===== src/rtl/uart_ram_loader.sv =====
`timescale 1ns/1ps
// Purpose: serial boot loader; 8N1 UART bytes -> framed 16-bit words -> RAM write port.
// Latency: ram_we / frame_ok / frame_err are registered, one cycle after the byte that triggers them.
// Backpressure: none; the UART cannot be stalled, so every received byte is consumed the cycle it lands.
// Ports: clk, rst (sync, active high), uart_rx (async, idle high);
//        ram_addr/ram_din/ram_we (write port, held between pulses);
//        busy (frame open), frame_ok / frame_err (one-cycle frame status pulses).
module uart_ram_loader #(
  parameter int DW      = 16,
  parameter int AW      = 13,
  parameter int CLK_DIV = 434,
  parameter int TO_CYC  = 100000
) (
  input  logic          clk,
  input  logic          rst,
  input  logic          uart_rx,
  output logic [AW-1:0] ram_addr,
  output logic [DW-1:0] ram_din,
  output logic          ram_we,
  output logic          busy,
  output logic          frame_ok,
  output logic          frame_err
);

  localparam int CW = $clog2(CLK_DIV);
  localparam int TW = $clog2(TO_CYC + 1);
  localparam logic [CW-1:0] BIT_END  = CW'(CLK_DIV - 1);
  localparam logic [CW-1:0] HALF_END = CW'(CLK_DIV / 2 - 1);
  localparam logic [TW-1:0] TO_LOAD  = TW'(TO_CYC - 1);

  // ---------------- receiver ----------------
  typedef enum logic [2:0] {RX_IDLE, RX_START, RX_DATA, RX_STOP, RX_REARM} rx_state_t;

  rx_state_t     rx_state, rx_next;
  logic          rx_m, rx_s, rx_d;
  logic [CW-1:0] rx_cnt;
  logic [2:0]    bit_idx;
  logic [7:0]    rx_byte;
  logic          byte_valid, byte_err;
  logic          bit_tick, half_tick;

  assign bit_tick  = (rx_cnt == BIT_END);
  assign half_tick = (rx_cnt == HALF_END);

  // Two synchronizer flops plus one delay flop for falling-edge detection.
  always_ff @(posedge clk) begin
    if (rst) begin
      rx_m <= 1'b1;
      rx_s <= 1'b1;
      rx_d <= 1'b1;
    end else begin
      rx_m <= uart_rx;
      rx_s <= rx_m;
      rx_d <= rx_s;
    end
  end

  always_comb begin
    rx_next = rx_state;
    unique case (rx_state)
      RX_IDLE:  if (rx_d && !rx_s) rx_next = RX_START;
      // Line back high at mid start bit means it was a glitch.
      RX_START: if (half_tick) rx_next = rx_s ? RX_IDLE : RX_DATA;
      RX_DATA:  if (bit_tick && bit_idx == 3'd7) rx_next = RX_STOP;
      RX_STOP:  if (bit_tick) rx_next = rx_s ? RX_IDLE : RX_REARM;
      // After a bad stop bit, wait for idle-high before looking for a new start.
      RX_REARM: if (rx_s) rx_next = RX_IDLE;
      default:  rx_next = RX_IDLE;
    endcase
  end

  always_ff @(posedge clk) begin
    if (rst) begin
      rx_state   <= RX_IDLE;
      rx_cnt     <= '0;
      bit_idx    <= '0;
      rx_byte    <= '0;
      byte_valid <= 1'b0;
      byte_err   <= 1'b0;
    end else begin
      rx_state   <= rx_next;
      byte_valid <= (rx_state == RX_STOP) && bit_tick && rx_s;
      byte_err   <= (rx_state == RX_STOP) && bit_tick && !rx_s;
      if (rx_state == RX_IDLE || rx_state == RX_REARM ||
          (rx_state == RX_START && half_tick) || bit_tick)
        rx_cnt <= '0;
      else
        rx_cnt <= rx_cnt + CW'(1);
      if (rx_state == RX_START) begin
        bit_idx <= '0;
      end else if (rx_state == RX_DATA && bit_tick) begin
        rx_byte <= {rx_s, rx_byte[7:1]};
        bit_idx <= bit_idx + 3'd1;
      end
    end
  end

  // ---------------- frame parser ----------------
  typedef enum logic [2:0] {F_SYNC, F_ADDR_H, F_ADDR_L, F_COUNT, F_DATA_H, F_DATA_L, F_CSUM} fr_state_t;

  fr_state_t     fr_state, fr_next;
  logic [7:0]    addr_h, data_h, words, csum;
  logic [AW-1:0] cur_addr;
  logic [TW-1:0] to_cnt;
  logic          wr_now, ok_now, err_now, timeout;

  assign busy = (fr_state != F_SYNC);
  // to_cnt is loaded with TO_CYC-1 the cycle after a byte; reaching 1 here
  // makes the registered error land exactly TO_CYC cycles after that byte.
  assign timeout = busy && !byte_valid && (to_cnt == TW'(1));

  always_comb begin
    fr_next = fr_state;
    wr_now  = 1'b0;
    ok_now  = 1'b0;
    err_now = 1'b0;
    if (busy && (byte_err || timeout)) begin
      err_now = 1'b0 | 1'b1;
      fr_next = F_SYNC;
    end else if (byte_valid) begin
      unique case (fr_state)
        F_SYNC:   if (rx_byte == 8'hA5) fr_next = F_ADDR_H;
        F_ADDR_H: fr_next = F_ADDR_L;
        F_ADDR_L: fr_next = F_COUNT;
        F_COUNT: begin
          if (rx_byte == 8'd0) begin
            err_now = 1'b1;
            fr_next = F_SYNC;
          end else begin
            fr_next = F_DATA_H;
          end
        end
        F_DATA_H: fr_next = F_DATA_L;
        F_DATA_L: begin
          wr_now  = 1'b1;
          fr_next = (words == 8'd1) ? F_CSUM : F_DATA_H;
        end
        F_CSUM: begin
          ok_now  = (rx_byte == csum);
          err_now = (rx_byte != csum);
          fr_next = F_SYNC;
        end
        default: fr_next = F_SYNC;
      endcase
    end
  end

  always_ff @(posedge clk) begin
    if (rst) begin
      fr_state  <= F_SYNC;
      ram_addr  <= '0;
      ram_din   <= '0;
      ram_we    <= 1'b0;
      frame_ok  <= 1'b0;
      frame_err <= 1'b0;
      addr_h    <= '0;
      data_h    <= '0;
      words     <= '0;
      csum      <= '0;
      cur_addr  <= '0;
      to_cnt    <= '0;
    end else begin
      fr_state  <= fr_next;
      ram_we    <= wr_now;
      frame_ok  <= ok_now;
      frame_err <= err_now;
      if (byte_valid)
        to_cnt <= TO_LOAD;
      else if (to_cnt != '0)
        to_cnt <= to_cnt - TW'(1);
      if (wr_now) begin
        ram_addr <= cur_addr;
        ram_din  <= {data_h, rx_byte};
        cur_addr <= cur_addr + AW'(1);
      end
      if (byte_valid) begin
        unique case (fr_state)
          F_SYNC:   csum <= '0;
          F_ADDR_H: begin addr_h <= rx_byte; csum <= csum ^ rx_byte; end
          F_ADDR_L: begin cur_addr <= AW'({addr_h, rx_byte}); csum <= csum ^ rx_byte; end
          F_COUNT:  begin words <= rx_byte; csum <= csum ^ rx_byte; end
          F_DATA_H: begin data_h <= rx_byte; csum <= csum ^ rx_byte; end
          F_DATA_L: begin words <= words - 8'd1; csum <= csum ^ rx_byte; end
          default:  csum <= csum;
        endcase
      end
    end
  end

endmodule


===== config.mk =====
export PLATFORM = sky130hd
export DESIGN_NAME = uart_ram_loader
export DESIGN_NICKNAME = d
export VERILOG_FILES = /design/src/rtl/uart_ram_loader.sv
export SDC_FILE = /design/constraint.sdc
export NUM_CORES = 1
export LEC_CHECK = 0
export CORE_MARGIN = 2
export CORE_UTILIZATION = 54
export CTS_BUF_LIST = sky130_fd_sc_hd__clkbuf_8 sky130_fd_sc_hd__clkbuf_16
export CTS_CLUSTER_SIZE = 10
export DETAILED_ROUTE_END_ITERATION = 10
export GPL_ROUTABILITY_DRIVEN = 0
export PLACE_DENSITY = 0.76
export SLEW_MARGIN = 15
export SYNTH_ARGS = -nofsm -noshare
export SYNTH_HDL_FRONTEND = slang
export SYNTH_SLANG_ARGS = --single-unit

===== constraint.sdc =====
create_clock -name clk -period 3.5 [get_ports clk]
set_input_delay 0.525 -clock clk [delete_from_list [all_inputs] [get_ports clk]]
set_output_delay 0.525 -clock clk [all_outputs]
set_load 0.02 [all_outputs]

== After elaboration in Yosys (flattened, before gate mapping) ==
Index checks and enable logic that the tools add are counted.

* Bits in registers: 122
* Bits of input ports: 3
* Word-level logic and storage cells: 118

* Add/subtract/negate cells: 5
* Equality and inequality tests: 24
* Mux-type cells: 26
* Bitwise gates (word level): 4
* Reduce and logical (&&, ||, !) cells: 37

{| class="wikitable"
|+ Operator list
! cell !! number
|-
| 2-to-1 mux 13 bit || 3
|-
| 2-to-1 mux 17 bit || 2
|-
| case mux 8 bit (2 select lines) || 2
|-
| 2-to-1 mux 3 bit || 8
|-
| case mux 3 bit (6 select lines) || 1
|-
| equality test 17 x 1 -> 1 bit (second input constant) || 1
|-
| nonzero test 17 bit || 1
|-
| subtractor 17 x 1 -> 17 bit (second input constant) || 1
|-
| equality test 3 bit (second input constant) || 5
|-
| case mux 3 bit (5 select lines) || 1
|-
| adder 13 x 1 -> 13 bit (second input constant) || 1
|-
| equality test 3 x 2 -> 1 bit (second input constant) || 4
|-
| != test 2 bit (second input constant) || 6
|-
| AND reduction 2 bit || 6
|-
| logical AND 1 bit || 10
|-
| adder 9 x 1 -> 9 bit (second input constant) || 1
|-
| equality test 9 x 8 -> 1 bit (second input constant) || 1
|-
| equality test 9 bit (second input constant) || 1
|-
| equality test 8 x 1 -> 1 bit (second input constant) || 1
|-
| equality test 8 bit || 1
|-
| equality test 8 bit (second input constant) || 1
|-
| zero test 8 bit || 1
|-
| != test 8 bit || 1
|-
| OR reduction 2 bit || 4
|-
| 16 further kinds || 32
|}

== Longest topological paths before layout ==
* Word-level depth: 9
* Depth in mapped cells: 8
* Mapped depth without buffers: 7

== Worst setup path after synthesis ==
Ideal clock, no wire load.

* Kind: reg-to-reg
* From: reg to_cnt[4]
* To: reg to_cnt[13]
* Library setup time: 0.120 ns
* Arrival time: 1.934 ns
* Required time: 3.380 ns
* Path slack: 1.446 ns
* Stages on the path, launching flop included: 6
* Buffers on the path: 0
* Period minus slack after synthesis: 2.054 ns
* Path through: dfxtp_1 > or3_4 > or4_4 > or4b_1 > xor2_1 > nor2_1

* Longest elaborated chain between the ends: 1

{| class="wikitable"
|+ RTL lines
! what !! line !! text
|-
| start: declaration || 104 || <nowiki>logic [TW-1:0] to_cnt;</nowiki>
|-
| start signal: assignment || 170 || <nowiki>to_cnt <= to_cnt - TW'(1);</nowiki>
|-
| subtractor 17 x 1 -> 17 bit or nonzero test 17 bit (tied branches) || 170, 169 ||
|}

Parallel ways exist; a longest one is shown, timed or not.
A chain may end at the register's enable or synchronous reset.

== Final worst setup path ==
* From: reg fr_state[2]
* To: out busy

* Longest elaborated chain between the ends: 1

{| class="wikitable"
|+ RTL lines
! what !! line !! text
|-
| start: declaration || 101 || <nowiki>fr_state_t fr_state, fr_next;</nowiki>
|-
| start signal: assignment || 163 || <nowiki>fr_state <= fr_next;</nowiki>
|-
| nonzero test 3 bit || 107 || <nowiki>assign busy = (fr_state != F_SYNC);</nowiki>
|-
| end: declaration || 20 || <nowiki>output logic busy,</nowiki>
|}

No other way between the ends.

==> results by group <==
Status
  • Status: completed

Logic synthesis
  • Syn avg cell area: 8.195 µm²
  • Cell variety after synth: 52
  • Synthesized instance count: 662
  • #FFs+latches synth: about 120
  • Synth warn: 0
  • Post-synthesis sequential area ratio: between 40% and 50%
  • Synth area leaders: dfxtp_1 (45%), nand2_1 (7.5%), a21oi_1 (5.6%)
  • Mapped Area: roughly 0.0054 mm²
  • Area fraction of the dominant cell type after synthesis: a little under half
  • Top FF cell, synth: dfxtp_1
  • FFs w/ async S/R, synth: 0%
  • Number of synthesized flops with an enable pin: 0
  • Syn_nets: roughly 680
  • Leading area contributor after synthesis: dfxtp_1

Final layout
  • Fillers: between 800 and 900
  • Fin nets: about 700
  • Commonest non-fill, non-tap cells in the layout: dfxtp_1 (122), nand2_1 (108), nor2_1 (79)
  • Fin cells: between 800 and 900
  • Layout cells sized above 1: 7.194%
  • Leading cell type in the layout, fill and taps excluded: dfxtp_1
  • Layout Area Growth over Synthesis: 17.74%
  • # diodes: 0

Clock network
  • CTS root buffer: clkbuf_8
  • Total CTS buffers: 17
  • Post-CTS sizing: 0
  • CTS tree: built
  • Postcts setup bufs: 0
  • H-Tree Level Count: 4
  • Clk pin slew, worst setup/hold paths: approximately 0.06 ns
  • CTS Hold Buffers Added: 0
  • CTS max path bufs: 2
  • Clk sinks: between 100 and 150
  • Clock latency on the worst-skew pair: about 0.53 ns

Hold path
  • Min-delay worst type: register to register
  • Hold Crit Start: rx_m$_SDFF_PP1_
  • Hold path endpoint: rx_s$_SDFF_PP1_
  • WHS Path Cells: 1

Drt
  • Detailed Route WL: about 13000 µm
  • Routed vias: about 4800
  • Routed len/inst: approximately 15 µm
  • Via density: 5.787
  • 1st-iter DRT viols: 311
  • Routed Antenna Nets: 0
  • DR DRC count: 0
  • DRT Pass-1 Iters: 5

Die
  • Die area: 0.01086 mm²
  • Die height: roughly 100 µm
  • I/O pins: 36
  • Total core area: a little under 0.01 mm²
  • Horiz. Die Dim: 104.2 µm
  • Site Rows: 36
  • Initial Util: between 50 and 60%

Setup path
  • Critical Path RT: approximately 3.0 ns
  • Worst setup path class: register to output port
  • Worst setup startpoint: fr_state[2]$_SDFFE_PP0P_
  • FF-to-FF Start: fr_state[2]$_SDFFE_PP0P_
  • Worst setup EP type: output port
  • CP cell instances: nor3_1 > buf_4 > inv_1 > clkdlybuf4s50_1
  • Crit-path max cell delay: 0.63 ns
  • Max FO, Critical Path: 15
  • R2r setup slk: 1.28 ns
  • RR Endpoint: cur_addr[11]$_SDFF_PP0_
  • Startpoint types: register
  • Worst reg2reg path depth: 5
  • CP max stage cell: clkdlybuf4s50_1
  • Worst path arrival time: 2.21 ns

Power
  • Switching Fraction: around 30%
  • Cell-internal power: ~2.7 mW
  • Logic pwr share: 18.1%
  • Clock Power Share: about two fifths
  • Sequential share of power: just over 40%
  • Max VDD drop: between 0.4 and 0.5 mV
  • Total power: around 3.9 mW
  • Leakage: approximately 2.2 nW
  • Pwr dens: about 600 mW/mm²
  • Switch Pwr: 1.169 mW

Timing
  • Clk_skew: ~0.0094 ns
  • Rel. slew slack: between 40% and 50%
  • Slack of the critical path: 0.7601 ns
  • Fmax: 365.0 MHz
  • Final hold violation count: 0
  • Minimum clock period: around 2.7 ns
  • Period utilisation layout: between 70% and 80%
  • Setup tns final: 0 ns
  • Max-slew violation count: 0
  • Worst Tran Pin Value: approximately 0.86 ns
  • Final setup viols: 0
  • RSZ-0062 raised after global routing: false

Placed design
  • Port Buffer Count: 35
  • Setup WS pre-CTS: 1.358 ns
  • Dpl cells: 796
  • Dpl hpwl: roughly 8400 µm

Global routing
  • GRT Overall Usage: approximately 24%
  • GRT overflow: 0
  • First-pass GRT wire length: ~21000 µm
  • Initial antenna violation count: 0
  • Vias in the first global route: 4488
  • Largest net degree at the start of global routing: 42

Run
  • Max_cap viols: 0
[state kept, by name (all words and copies together) (netlist names), 3 cells and up]
register / count
rx_byte: 8
ram_addr: 13
fr_state: 3
csum: 8
cur_addr: 13
to_cnt: 17
data_h: 8
ram_din: 16
addr_h: 5
rx_cnt: 9
bit_idx: 3
rx_state: 3
words: 8
[how the worst max path moves through the flow]
| stage | to | cells past startpoint |
|---|---|---|
| global placement | to_cnt[13]$_SDFFE_PP0P_ | 5 |
| finish | busy | 4 |
| floorplan | to_cnt[13]$_SDFFE_PP0P_ | 5 |
| CTS | busy | 4 |
| global route | busy | 4 |
| detailed placement | to_cnt[16]$_SDFFE_PP0P_ | 5 |
[cells in the mapped netlist, types with 3 or more instances]
master / count
xor2_1: 22
a21oi_1: 61
xnor2_1: 15
nor2b_1: 8
a22oi_1: 6
o21ai_0: 21
or3_1: 7
inv_1: 16
or2_2: 5
ha_1: 11
a221oi_1: 4
o31a_1: 3
nand4_1: 11
nand3_1: 16
or4_1: 4
nand2_1: 108
nand2b_1: 5
a211oi_1: 14
and3_1: 4
nor4_1: 15
nor2_1: 80
clkbuf_1: 40
nand3b_1: 7
dfxtp_1: 122
nor3_1: 8
mux2i_1: 14
[critical path, delay by kind of cell (launching register included)]
kind / cells / cell delay [ns]
and+or+nand+nor: 1 / 0.12
buffers and inverters: 3 / 0.95
DFF: 1 / 0.62
[metal layers]
layer  track usage, %  wire length [µm]
met5                0                 0
met4            10.62               344
met3            6.454               750
met2            39.99              6247
met1            30.06              5454
[per-stage QoR]
stage	cell area [µm²]	hold WS, ns	util (%)
2_1_floorplan	5425	0.3895	-
3_5_place_dp	5838	0.3980	59.73
4_1_cts	6387	0.4141	65.35
3_3_place_gp	5838	0.3953	59.73
5_1_grt	6387	0.4254	65.35
6_report	6387	0.4107	65.35
[cells by family after synthesis]
kind of cell	share of synthesized area (%)
AOI/OAI and AO/OA	14.07
muxes	2.790
xor gates and xnor gates	5.973
buffers and inverters	3.944
adders and majority gates	2.537
DFF	45.02
and+or+nand+nor	25.67
[layout make-up]
class                           instances  area, µm²  area share [%]
Clock buffer                           18      427.9           6.699
Clock inverter                         14      121.4           1.900
Inverter                               16      60.06          0.9403
Multi-Input combinational cell        483       2771           43.39
Sequential cell                       122       2442           38.24
Tap cell                              133      166.4           2.605
Timing Repair Buffer                   42      397.9           6.229
[power by group through the flow]
stage          logic, mW  clock network, mW  registers (mW)
4_1_cts            0.701               1.63            1.58
6_report           0.707               1.62            1.59
3_3_place_gp       0.660                  0            1.61
2_1_floorplan      0.578                  0            1.59
3_5_place_dp       0.693                  0            1.61
5_1_grt            0.783               1.70            1.60
Power figures use the tool's default switching activity.
